[config.mk]
export PLATFORM = sky130hd
export DESIGN_NAME = jac1_cpu_top
export DESIGN_NICKNAME = d
export VERILOG_FILES = /design/src/rtl/jac1_pkg.sv /design/src/rtl/jac1_alu.sv /design/src/rtl/jac1_cpu_top.sv
export SDC_FILE = /design/constraint.sdc
export NUM_CORES = 1
export LEC_CHECK = 0
export BUFFER_PORTS_ARGS = -buffer_cell sky130_fd_sc_hd__buf_2
export CORE_ASPECT_RATIO = 1.2
export CORE_UTILIZATION = 61
export CTS_BUF_LIST = sky130_fd_sc_hd__clkbuf_4 sky130_fd_sc_hd__clkbuf_8 sky130_fd_sc_hd__clkbuf_16
export DETAILED_ROUTE_END_ITERATION = 16
export HOLD_SLACK_MARGIN = 0.12
export PLACE_DENSITY = 0.82
export SYNTH_ARGS = -nofsm -noshare
export SYNTH_HDL_FRONTEND = slang
export SYNTH_HIERARCHICAL = 1
export SYNTH_SLANG_ARGS = --single-unit
export TNS_END_PERCENT = 10
[constraint.sdc]
create_clock -name clk -period 6 [get_ports clk]
set_input_delay 0.3 -clock clk [delete_from_list [all_inputs] [get_ports clk]]
set_output_delay 0.3 -clock clk [all_outputs]
set_load 0.01 [all_outputs]
[src/rtl/jac1_pkg.sv]
// jac1_pkg: shared definitions for the JAC1-8 accumulator processor.
// Holds the opcode encodings, the instruction word layout and its field
// positions. Imported by jac1_alu and jac1_cpu_top.
// Build option: JAC1_HALT_EN (see jac1_cpu_top) changes how OP_HALT decodes.
package jac1_pkg;

  localparam int INSTR_W = 12;
  localparam int OPC_MSB = 11;
  localparam int OPC_LSB = 8;
  localparam int IMM_MSB = 7;
  localparam int IMM_LSB = 0;

  typedef logic [3:0] opcode_t;

  localparam opcode_t OP_NOP  = 4'h0;
  localparam opcode_t OP_LDI  = 4'h1;
  localparam opcode_t OP_ADDI = 4'h2;
  localparam opcode_t OP_SUBI = 4'h3;
  localparam opcode_t OP_ANDI = 4'h4;
  localparam opcode_t OP_ORI  = 4'h5;
  localparam opcode_t OP_XORI = 4'h6;
  localparam opcode_t OP_NOT  = 4'h7;
  localparam opcode_t OP_SHL  = 4'h8;
  localparam opcode_t OP_SHR  = 4'h9;
  localparam opcode_t OP_JMP  = 4'hA;
  localparam opcode_t OP_JZ   = 4'hB;
  localparam opcode_t OP_JC   = 4'hC;
  localparam opcode_t OP_JNZ  = 4'hD;
  localparam opcode_t OP_HALT = 4'hE;

  // Field order matches the bit layout: opcode in [11:8], imm in [7:0].
  typedef struct packed {
    opcode_t    opcode;
    logic [7:0] imm;
  } instr_t;

  function automatic instr_t mk_instr(input opcode_t op, input logic [7:0] imm);
    instr_t w;
    w.opcode = op;
    w.imm    = imm;
    return w;
  endfunction

endpackage

[src/rtl/jac1_alu.sv]
// jac1_alu: combinational ALU for the JAC1-8 processor.
// Ports:
//   acc_i      current accumulator
//   imm_i      instruction immediate
//   opcode_i   instruction opcode
//   carry_i    current C flag (passed through where C is unchanged)
//   result_o   new accumulator value
//   carry_o    new C flag
//   zero_o     new Z flag (result == 0)
//   we_o       1 when the opcode writes acc and flags
module jac1_alu
  import jac1_pkg::*;
#(
  parameter int DataWidth = 8
) (
  input  logic [DataWidth-1:0] acc_i,
  input  logic [DataWidth-1:0] imm_i,
  input  opcode_t              opcode_i,
  input  logic                 carry_i,
  output logic [DataWidth-1:0] result_o,
  output logic                 carry_o,
  output logic                 zero_o,
  output logic                 we_o
);

  logic [DataWidth:0] sum;

  assign sum = {1'b0, acc_i} + {1'b0, imm_i};

  always_comb begin
    result_o = acc_i;
    carry_o  = carry_i;
    we_o     = 1'b1;
    unique case (opcode_i)
      OP_LDI:  result_o = imm_i;
      OP_ADDI: {carry_o, result_o} = sum;
      OP_SUBI: begin
        result_o = acc_i - imm_i;
        carry_o  = (imm_i > acc_i);  // borrow
      end
      OP_ANDI: begin result_o = acc_i & imm_i; carry_o = 1'b0; end
      OP_ORI:  begin result_o = acc_i | imm_i; carry_o = 1'b0; end
      OP_XORI: begin result_o = acc_i ^ imm_i; carry_o = 1'b0; end
      OP_NOT:  begin result_o = ~acc_i;        carry_o = 1'b0; end
      OP_SHL:  begin
        carry_o  = acc_i[DataWidth-1];
        result_o = {acc_i[DataWidth-2:0], 1'b0};
      end
      OP_SHR:  begin
        carry_o  = acc_i[0];
        result_o = {1'b0, acc_i[DataWidth-1:1]};
      end
      default: we_o = 1'b0;  // NOP, jumps, HALT, 0xF
    endcase
  end

  assign zero_o = (result_o == '0);

endmodule

[src/rtl/jac1_cpu_top.sv]
// jac1_cpu_top: JAC1-8 single-cycle 8-bit accumulator processor.
// Fetch, decode, execute and write-back all happen in one clock from a
// fixed 16-word ROM.
// Ports:
//   clk        system clock, rising edge
//   sys_res_n  asynchronous active-low reset
//   reg_val    registered accumulator value
// Build option: define JAC1_HALT_EN to make opcode E a HALT (pc, acc and
// flags freeze until reset) and to place HALT at ROM[14]. Without it,
// opcode E is a NOP and ROM[14] is JMP 0, so the program loops forever.
module jac1_cpu_top
  import jac1_pkg::*;
#(
  parameter int DataWidth = 8,
  parameter int AddrWidth = 4
) (
  input  logic                 clk,
  input  logic                 sys_res_n,
  output logic [DataWidth-1:0] reg_val
);

  logic [AddrWidth-1:0] pc_q, pc_d;
  logic [DataWidth-1:0] acc_q, acc_d;
  logic                 z_q, z_d;
  logic                 c_q, c_d;

  instr_t               instr;
  logic [DataWidth-1:0] alu_result;
  logic                 alu_carry, alu_zero, alu_we;

  function automatic instr_t rom_read(input logic [AddrWidth-1:0] addr);
    instr_t w;
    unique case (addr)
      4'd0:    w = mk_instr(OP_LDI,  8'hFE);
      4'd1:    w = mk_instr(OP_ADDI, 8'h01);
      4'd2:    w = mk_instr(OP_ADDI, 8'h01);
      4'd3:    w = mk_instr(OP_JZ,   8'h05);
      4'd4:    w = mk_instr(OP_LDI,  8'hAA);
      4'd5:    w = mk_instr(OP_ORI,  8'h30);
      4'd6:    w = mk_instr(OP_SHL,  8'h00);
      4'd7:    w = mk_instr(OP_XORI, 8'hFF);
      4'd8:    w = mk_instr(OP_SUBI, 8'hA0);
      4'd9:    w = mk_instr(OP_JC,   8'h0B);
      4'd10:   w = mk_instr(OP_LDI,  8'h55);
      4'd11:   w = mk_instr(OP_SHR,  8'h00);
      4'd12:   w = mk_instr(OP_ANDI, 8'h0F);
      4'd13:   w = mk_instr(OP_SUBI, 8'h0F);
`ifdef JAC1_HALT_EN
      4'd14:   w = mk_instr(OP_HALT, 8'h00);
`else
      4'd14:   w = mk_instr(OP_JMP,  8'h00);
`endif
      default: w = mk_instr(OP_NOP,  8'h00);
    endcase
    return w;
  endfunction

  assign instr = rom_read(pc_q);

  jac1_alu #(
    .DataWidth(DataWidth)
  ) u_alu (
    .acc_i    (acc_q),
    .imm_i    (instr.imm),
    .opcode_i (instr.opcode),
    .carry_i  (c_q),
    .result_o (alu_result),
    .carry_o  (alu_carry),
    .zero_o   (alu_zero),
    .we_o     (alu_we)
  );

  always_comb begin
    pc_d  = pc_q + 1'b1;  // natural wrap 15 -> 0
    acc_d = acc_q;
    z_d   = z_q;
    c_d   = c_q;
    if (alu_we) begin
      acc_d = alu_result;
      z_d   = alu_zero;
      c_d   = alu_carry;
    end
    unique case (instr.opcode)
      OP_JMP: pc_d = instr.imm[AddrWidth-1:0];
      OP_JZ:  if (z_q)  pc_d = instr.imm[AddrWidth-1:0];
      OP_JC:  if (c_q)  pc_d = instr.imm[AddrWidth-1:0];
      OP_JNZ: if (!z_q) pc_d = instr.imm[AddrWidth-1:0];
`ifdef JAC1_HALT_EN
      OP_HALT: pc_d = pc_q;  // acc/flags already held: ALU does not write
`endif
      default: ;
    endcase
  end

  always_ff @(posedge clk or negedge sys_res_n) begin
    if (!sys_res_n) begin
      pc_q  <= '0;
      acc_q <= '0;
      z_q   <= 1'b0;
      c_q   <= 1'b0;
    end else begin
      pc_q  <= pc_d;
      acc_q <= acc_d;
      z_q   <= z_d;
      c_q   <= c_d;
    end
  end

  assign reg_val = acc_q;

endmodule

### Yosys cells after proc, flatten, opt, wreduce, memory -nomap -nowiden

Memories as Yosys holds them, arrays and structs flattened.
Index checks and enable logic that the tools add are counted.

* add/subtract/negate cells: 3
* order comparisons: 1
* equality and inequality tests: 13
* multiplexer cells: 7
* bitwise logic cells: 4
* reductions and logical operators: 5

Operators by type and width (number)
* $pmux W8 S9: 1
* $eq A4 B4 Y1 const B: 6
* $eq A4 B3 Y1 const B: 4
* $pmux W4 S4: 1
* $mux W4: 3
* $add A8 B8 Y9: 1
* $reduce_or A9 Y1: 1
* $and A8 B8 Y8: 1
* $eq A4 B2 Y1 const B: 2
* $gt A8 B8 Y1: 1
* $logic_not A8 Y1: 1
* $not A8 Y8: 1
* $or A8 B8 Y8: 1
* $sub A8 B8 Y8: 1
* $xor A8 B8 Y8: 1
* $pmux W1 S5: 1
* $reduce_bool A5 Y1: 1
* $add A4 B1 Y4 const B: 1
* $eq A4 B1 Y1 const B: 1
* $reduce_or A4 Y1: 1
* $reduce_and A2 Y1: 1
* $mux W1: 1

* register bits: 14
* ROM bits: 192
* input bits: 2
* output and inout port bits: 8
* word-level logic and storage cells: 38
* memories: 1

Memories
* (name not given): depth 16, bits a word 12, read ports 1, clocked after Yosys merged registers in 0, wr ports 0, RTL line jac1_cpu_top.sv:33 `unique case (addr)`

### Depth between registers and ports, before layout

Gate-level depths: netlist (run 1).
An unclocked memory read counts as a cell.

* depth in word-level cells: 5
* mapped depth: 18
* mapped depth without buffers: 17

### Cells and area by module

Netlist (run 1), hierarchy kept.

Modules (own cells, without submodules)
* jac1_alu: instances 1, cells an instance 235, area each 1646.6 sq um, seq. area each 0.0 sq um
* jac1_cpu_top: instances 1, cells an instance 122, area each 1147.4 sq um, seq. area each 350.3 sq um

### Worst setup path after synthesis (run 1)

Ideal clock, no wire load.

* path type: flip-flop to flip-flop
* from: register pc_q[0]
* to: register z_q
* library setup time: 84 ps
* arrival time: 4105 ps
* data required time: 5916 ps
* path slack: 1812 ps
* stages on the path, launching flop included: 17
* buffers on the path: 1
* period minus slack after synthesis: 4188 ps
* path through: dfrtp_1 clkbuf_1 inv_1 ha_1 inv_2 mux4_2 inv_1 ha_1 a21o_1 a21o_1 a221o_1 a221o_1 or3_1 or3_1 nor4_2 nand2_1 o21ai_0

RTL lines
* from (decl): RTL line jac1_cpu_top.sv:22 `logic [AddrWidth-1:0] pc_q, pc_d;`
* from (signal assigned): RTL line jac1_cpu_top.sv:102 `pc_q <= pc_d;`
* to (signal assigned): RTL line jac1_cpu_top.sv:104 `z_q <= z_d;`
* to (decl): RTL line jac1_cpu_top.sv:24 `logic z_q, z_d;`

==> summary.txt, run 1 <==
GRT
  – Vias in the first global route: approximately 2,600
  – Met3 Usage GRT: under 10%
  – First-pass GRT wire length: 12.8 mm
  – Met1 Track Usage GR: ~41%
  – Met2 Usage GRT: between 50% and 60%
  – Gr usage total: roughly 33%
  – Initial antenna violation count: 0
  – Pin count of the biggest net entering global routing: 34
  – GR Overflow Total: 0
  – Grt peak-use layer: met2

Final layout
  – Layout cells sized above 1: 12.2%
  – Fin util: 66.9%
  – Nets: ~400
  – Area grow syn2layout: 3.63%
  – N_diodes: 0
  – Final instance area: 0.00290 mm²

Floorplan
  – Initial cell density of the core: 64.6%
  – Top Ports: 10
  – Die Area: between 0.004 and 0.005 mm²
  – Row cnt: 26
  – Chip height: around 76 µm
  – Core area: about 0.0043 mm²
  – Die W: 63.8 µm

Route
  – DRT iter0 DRCs: ~420
  – # DRC: 0
  – Post-Route WL: around 7.7 mm
  – DR WL/cell: between 15 and 20 µm
  – Routed Antenna Nets: 0
  – Via count: around 2,800
  – DRT Pass-1 Iters: 6
  – Vias/cell: around 7

Clock tree
  – H-tree depth: 1
  – Clock latency on the worst-skew pair: approximately 0.25 ns
  – Post_cts resized: 0
  – Post-CTS setup buffer count: 0
  – CTS Buffer Depth: 2
  – CTS root buf: clkbuf_8
  – CTS Hold Buffers Added: 1
  – TritonCTS Buffers: 3
  – CTS tree: built
  – Clk slew on worst S/H paths: roughly 0.060 ns
  – Sinks on Clock Net: 14

Synth
  – Seq cells post-synth: 14
  – Most common cell in the synthesized netlist: inv_1
  – Syn_area_per_cell: about 7.8 µm²
  – Yosys top cell area share: 14.3%
  – Ys Warns: 6
  – Post-Syn Nets: between 300 and 400
  – Primary FF master, synth: dfrtp_1
  – Number of synthesized flops with an enable pin: 0
  – Register area share after synthesis: roughly 13%
  – Largest area contributor in the netlist: ha_1
  – Mapped Cells: between 300 and 400
  – Cell area after synthesis: about 0.0028 mm²
  – Synth cell types: between 60 and 70
  – Largest cells by area after synthesis: ha_1 (14%), dfrtp_1 (13%), inv_1 (5.1%)
  – Top post-synthesis cells by count: inv_1 (38), ha_1 (32), nand2_1 (22), o21ai_0 (22)
  – FFs w/ async S/R, synth: 100%

Critical path
  – Setup CP Type: flop to flop
  – R2r worst-path depth: 13
  – Worst R2R Setup Slack: ~1.4 ns
  – Worst Path Arrival: ~4.8 ns
  – Reg-to-Reg End: z_q
  – CP required: ~6 ns
  – Element type at the critical path end: flop
  – RR Startpoint: pc_q[0]
  – Crit path max fanout: 33
  – Critical path startpoint category: flop

Status
  – Status: completed

Power
  – Switching Share: about a fifth
  – Part of the power in registers: 49.3%
  – Combinational Power Share: under 10%
  – Leakage power: between 1 and 1.5 nW
  – P per Cell Area: 66.2 mW/mm²
  – Power, Total: around 0.19 mW
  – Internal: between 0.15 and 0.2 mW
  – Psw: around 0.038 mW
  – Peak supply drop: 0.0722 mV
  – Clock power frac: about half

Job
  – Max Cap Viol: 0

Hold path
  – Worst Hold Class: primary input to asynchronous set/reset pin

STA
  – Crit share post-route: 76.9%
  – Rel. slew slack: roughly 32%
  – Final min period: ~4.6 ns
  – Slew Viols, Final: 0
  – RSZ-0062 raised after global routing: no
  – Hold Slack: roughly 0.48 ns
  – Tightest Pin Transition: around 1.0 ns
  – Clk_skew: 0.00393 ns
  – Setup TNS Final: 0 ns
  – Setup violations, final: 0
  – Max Clk Rate: 0.217 GHz
  – Final Hold Fails: 0

Placed design
  – Post-DP HPWL: 5.69 mm
  – Post-DP Area: about 0.0028 mm²
  – I/O Buffers: 9
  – Placer Congestion: approximately 0.99
[logic make-up (layout without fill, tap and decap cells)]
kind of cell | Yosys count | count (layout) | synth area share (%)
compound gates | 112 | 112 | 28.4
simple gates | 100 | 100 | 18.9
buf+inv | 61 | 56 | 8.87
fa+ha+maj | 34 | 34 | 15.8
mux | 31 | 31 | 13.9
flops | 14 | 14 | 12.5
xor+xnor | 5 | 5 | 1.57
[through the flow]
step | setup slack (ns) | std cells
2_1_floorplan | 1.81 | 357
3_3_place_gp | 1.62 | 403
3_5_place_dp | 1.48 | 403
4_1_cts | 1.45 | 408
5_1_grt | 1.11 | 408
6_report | 1.39 | 408
[worst max-delay path by stage]
stage | end | startpoint | cells past startpoint | slack, ns
global placement | z_q | pc_q[0] | 13 | 1.62
detailed placement | z_q | pc_q[0] | 13 | 1.48
finish | z_q | pc_q[0] | 13 | 1.39
floorplan | z_q | pc_q[0] | 16 | 1.81
global route | z_q | pc_q[0] | 13 | 1.11
CTS | z_q | pc_q[0] | 13 | 1.45
[per-layer routing]
layer  vias to the layer above  part of all wire [%]
li1                       1314                     -
met1                      1345                    40
met2                       150                    48
met3                        35                   7.3
met4                         0                   4.1
met5                         -                     0
[area by class of cell]
class	count	area, µm²
Clock buffer	4	55.1
Fill cell	363	1430
Timing Repair Buffer	12	70.1
Inverter	40	150
Tap cell	56	70.1
Multi-Input combinational cell	282	2200
Sequential cell	14	350
[cell usage in the layout, fill, tap and decap left out, types with 5 or more instances in the layout]
cell type / instances
inv_1: 38
ha_1: 32
nand2_1: 22
o21ai_0: 22
nor2_1: 19
a21oi_1: 18
mux2i_1: 14
dfrtp_1: 14
mux2_2: 10
nand3_1: 10
nor3_1: 10
a221oi_1: 9
buf_2: 9
nor2b_1: 7
a21o_1: 6
nand2b_1: 6
mux4_2: 5
o22ai_1: 5
[critical path, cell delays in order (launching register included)]
cell     delay [ns]
dfrtp_1        0.57
inv_1          0.17
ha_1           0.39
mux4_2         0.55
inv_1          0.77
nor2b_1        0.17
and2_4         0.24
a221o_1        0.32
a221o_1        0.36
or3_1          0.35
or3_1          0.33
nor4_2         0.16
nand2_1        0.08
o21ai_0        0.08
[power by group through the flow]
stage	combinational [mW]	sequential, mW	clock (mW)
6_report	0.00265	0.0944	0.0945
5_1_grt	0.00300	0.0944	0.0988
4_1_cts	0.00280	0.0944	0.0956
3_5_place_dp	0.00228	0.0961	0
3_3_place_gp	0.00221	0.0961	0
2_1_floorplan	0.00000114	0.0962	0
[sequential cells by signal, indices dropped and copies added (netlist names)]
signal	cells
c_q	1
z_q	1
pc_q	4
reg_val	8
Power figures use the tool's default switching activity.
==> inputs of run 2 (changes only) <==
==> constraint.sdc (replaced) <==
create_clock -name clk -period 4.6 [get_ports clk]
set_input_delay 0.23 -clock clk [delete_from_list [all_inputs] [get_ports clk]]
set_output_delay 0.23 -clock clk [all_outputs]
set_load 0.01 [all_outputs]
==> run 2 against run 1 <==
Flip-flop and latch count unchanged; power rose by 32%; core utilization rose by 1.2 points; die area stayed put; count of clock-buffer cells in the layout stayed put; maximum frequency grew 9.5%; cell count is 1.7% higher; sequential share of layout area decreased by 0.22 points; first-iteration DRC count down 11%; critical endpoint unchanged; largest cell class unchanged; largest power group unchanged; highest routed layer unchanged.
==> summary.txt, run 2 (synthesized netlist as in run 1, its figures left out) <==
Floorplan
  – Die W: 63.8 µm (unchanged)
  – Top Ports: 10 (unchanged)
  – Row cnt: 26 (unchanged)
  – Initial cell density of the core: 64.6% (unchanged)
  – Core area: 0.00433 mm² (unchanged)
  – Chip height: 76.1 µm (unchanged)
  – Die Area: 0.00486 mm² (unchanged)

STA
  – Setup TNS Final: 0 ns (unchanged)
  – Setup violations, final: 0 (unchanged)
  – Clk_skew: 0.00392 ns (-0.00000247 ns)
  – Final min period: 4.21 ns (-0.402 ns)
  – Crit share post-route: 91.5% (+15 points)
  – Final Hold Fails: 0 (unchanged)
  – Max Clk Rate: 0.238 GHz (+9.5%)
  – Tightest Pin Transition: 0.784 ns (-0.234 ns)
  – RSZ-0062 raised after global routing: no
  – Rel. slew slack: 47.0% (+15 points)
  – Slew Viols, Final: 0 (unchanged)

Route
  – DRT Pass-1 Iters: 5 (-1)
  – DRT iter0 DRCs: 376 (-11%)
  – # DRC: 0 (unchanged)
  – Via count: 2,840 (-0.14%)
  – Routed Antenna Nets: 0 (unchanged)
  – Vias/cell: 6.84 (-1.8%)
  – DR WL/cell: 18.6 µm (-0.98%)
  – Post-Route WL: 7.73 mm (+0.72%)

Final layout
  – Fill count: 371 (+2.2%)
  – Commonest non-fill, non-tap cell in the layout: inv_1
  – Max FFs per register: 8 (unchanged)
  – Commonest non-fill, non-tap cells in the layout: inv_1 (38), ha_1 (32), nand2_1 (22), o21ai_0 (22), nor2_1 (19)
  – N_diodes: 0 (unchanged)
  – Area grow syn2layout: 5.51%
  – Layout cells sized above 1: 13.9% (+1.7 points)
  – Nets: 396 (+1.8%)

Power
  – Leakage power: 1.32 nW (+2.7%)
  – Combinational Power Share: 1.4% (about the same)
  – Part of the power in registers: 48.7% (-0.6 points)
  – Power, Total: 0.253 mW (+32%)
  – Clock power frac: 49.9% (+0.6 points)
  – Internal: 0.200 mW (+31%)
  – P per Cell Area: 85.8 mW/mm² (+30%)
  – Psw: 0.0528 mW (+38%)
  – Peak supply drop: 0.145 mV (+100%)
  – Switching Share: 20.9% (+0.91 points)

Clock tree
  – Clock latency on the worst-skew pair: 0.26 ns (about the same)
  – H-tree depth: 1 (unchanged)
  – CTS Buffer Depth: 2 (unchanged)
  – CTS tree: built
  – Clk slew on worst S/H paths: 0.06 ns (about the same)
  – Sinks on Clock Net: 14 (unchanged)
  – Post_cts resized: 0 (unchanged)
  – CTS root buf: clkbuf_8
  – TritonCTS Buffers: 3 (unchanged)

Placed design
  – Placer Congestion: 0.980 (-1.5%)
  – Post-DP HPWL: 5.86 mm (+3.1%)
  – I/O Buffers: 9 (unchanged)

Status
  – Status: completed

GRT
  – Met1 Track Usage GR: 42.9% (+1.4 points)
  – Met2 Usage GRT: 54.3% (-0.43 points)
  – Initial antenna violation count: 0 (unchanged)
  – Grt peak-use layer: met2
  – Pin count of the biggest net entering global routing: 21 (-38%)
  – Gr usage total: 33.3% (+0.30 points)
  – Met3 Usage GRT: 2.99% (-1.6 points)
  – Vias in the first global route: 2,651 (+1.4%)
  – First-pass GRT wire length: 13.0 mm (+1.2%)
  – GR Overflow Total: 0 (unchanged)

Critical path
  – Worst Path Arrival: 4.39 ns (-0.39 ns)
  – Setup CP Type: flop to flop
  – R2r worst-path depth: 15 (+2)
  – Critical path startpoint category: flop
  – Worst R2R Setup Slack: 0.39 ns (-1.00 ns)
  – RR Startpoint: pc_q[1]
  – CP required: 4.78 ns (-1.39 ns)
  – Element type at the critical path end: flop
  – Reg-to-Reg End: z_q
  – Crit path max fanout: 9 (-73%)

Job
  – Max Cap Viol: 0 (unchanged)

Hold path
  – Worst Hold Class: primary input to asynchronous set/reset pin
==> run 2: cell count changes in the layout (fill, tap and decap cells not counted) <==
cell and change:
buf_4 +7
==> run 2: final cells by class <==
| class | count | area [µm²] | share of cell area, % |
|---|---|---|---|
| multi-input cells | 282 | 2200 | 74.6 |
| clock buffers | 4 | 55.1 | 1.87 |
| flip-flops and latches | 14 | 350 | 11.9 |
| well taps | 56 | 70.1 | 2.38 |
| repair buffers | 19 | 123 | 4.16 |
| inverters | 40 | 150 | 5.09 |
==> run 2: how the worst max path moves through the flow <==
stage | from | end
2_1_floorplan | pc_q[0] | z_q
3_3_place_gp | pc_q[1] | z_q
3_5_place_dp | pc_q[1] | z_q
4_1_cts | pc_q[1] | z_q
5_1_grt | pc_q[1] | z_q
6_report | pc_q[1] | z_q
==> run 2: timing repair <==
| action | in CTS | in global routing |
|---|---|---|
| endpoints found under the hold margin | 14 | 0 |
| hold buffers | 1 | 0 |
| buffers inserted | 0 | 0 |
==> run 2: metal layers <==
| layer | wire [µm] | share of wire [%] | vias to the layer above |
|---|---|---|---|
| li1 | - | - | 1324 |
| met1 | 3120 | 40 | 1318 |
| met2 | 3790 | 49 | 166 |
| met3 | 505 | 6.5 | 32 |
| met4 | 318 | 4.1 | 0 |
| met5 | 0 | 0 | - |
==> run 2: power groups by stage <==
stage,clock [mW],combinational [mW],sequential [mW]
floorplan,0,0.00000114,0.125
global placement,0,0.00309,0.125
detailed placement,0,0.00322,0.125
CTS,0.130,0.00382,0.123
global route,0.134,0.00418,0.123
finish,0.126,0.00356,0.123
==> run 2: per-stage QoR <==
| step | cells | setup WS, ns | hold slack, ns | cell area (µm²) | util, % |
|---|---|---|---|---|---|
| 6_report | 415 | 0.390 | 0.404 | 2950 | 68.1 |
| 5_1_grt | 415 | 0.126 | 0.445 | 2950 | 68.1 |
| 4_1_cts | 415 | 0.406 | 0.418 | 2950 | 68.1 |
| 3_5_place_dp | 410 | 0.434 | 0.164 | 2880 | 66.6 |
| 3_3_place_gp | 410 | 0.549 | 0.157 | 2880 | 66.6 |
| 2_1_floorplan | 357 | 0.412 | -0.0656 | 2790 | - |
==> run 2: worst max-delay path: stages, from the launching register on <==
cell	delay, ns
dfrtp_1	0.48
inv_1	0.16
ha_1	0.39
inv_2	0.06
mux4_2	0.46
inv_1	0.19
ha_1	0.30
a21o_1	0.21
a21o_1	0.19
a221o_1	0.35
a221o_1	0.36
or3_1	0.35
or3_1	0.33
nor4_2	0.14
nand2_1	0.08
o21ai_0	0.09
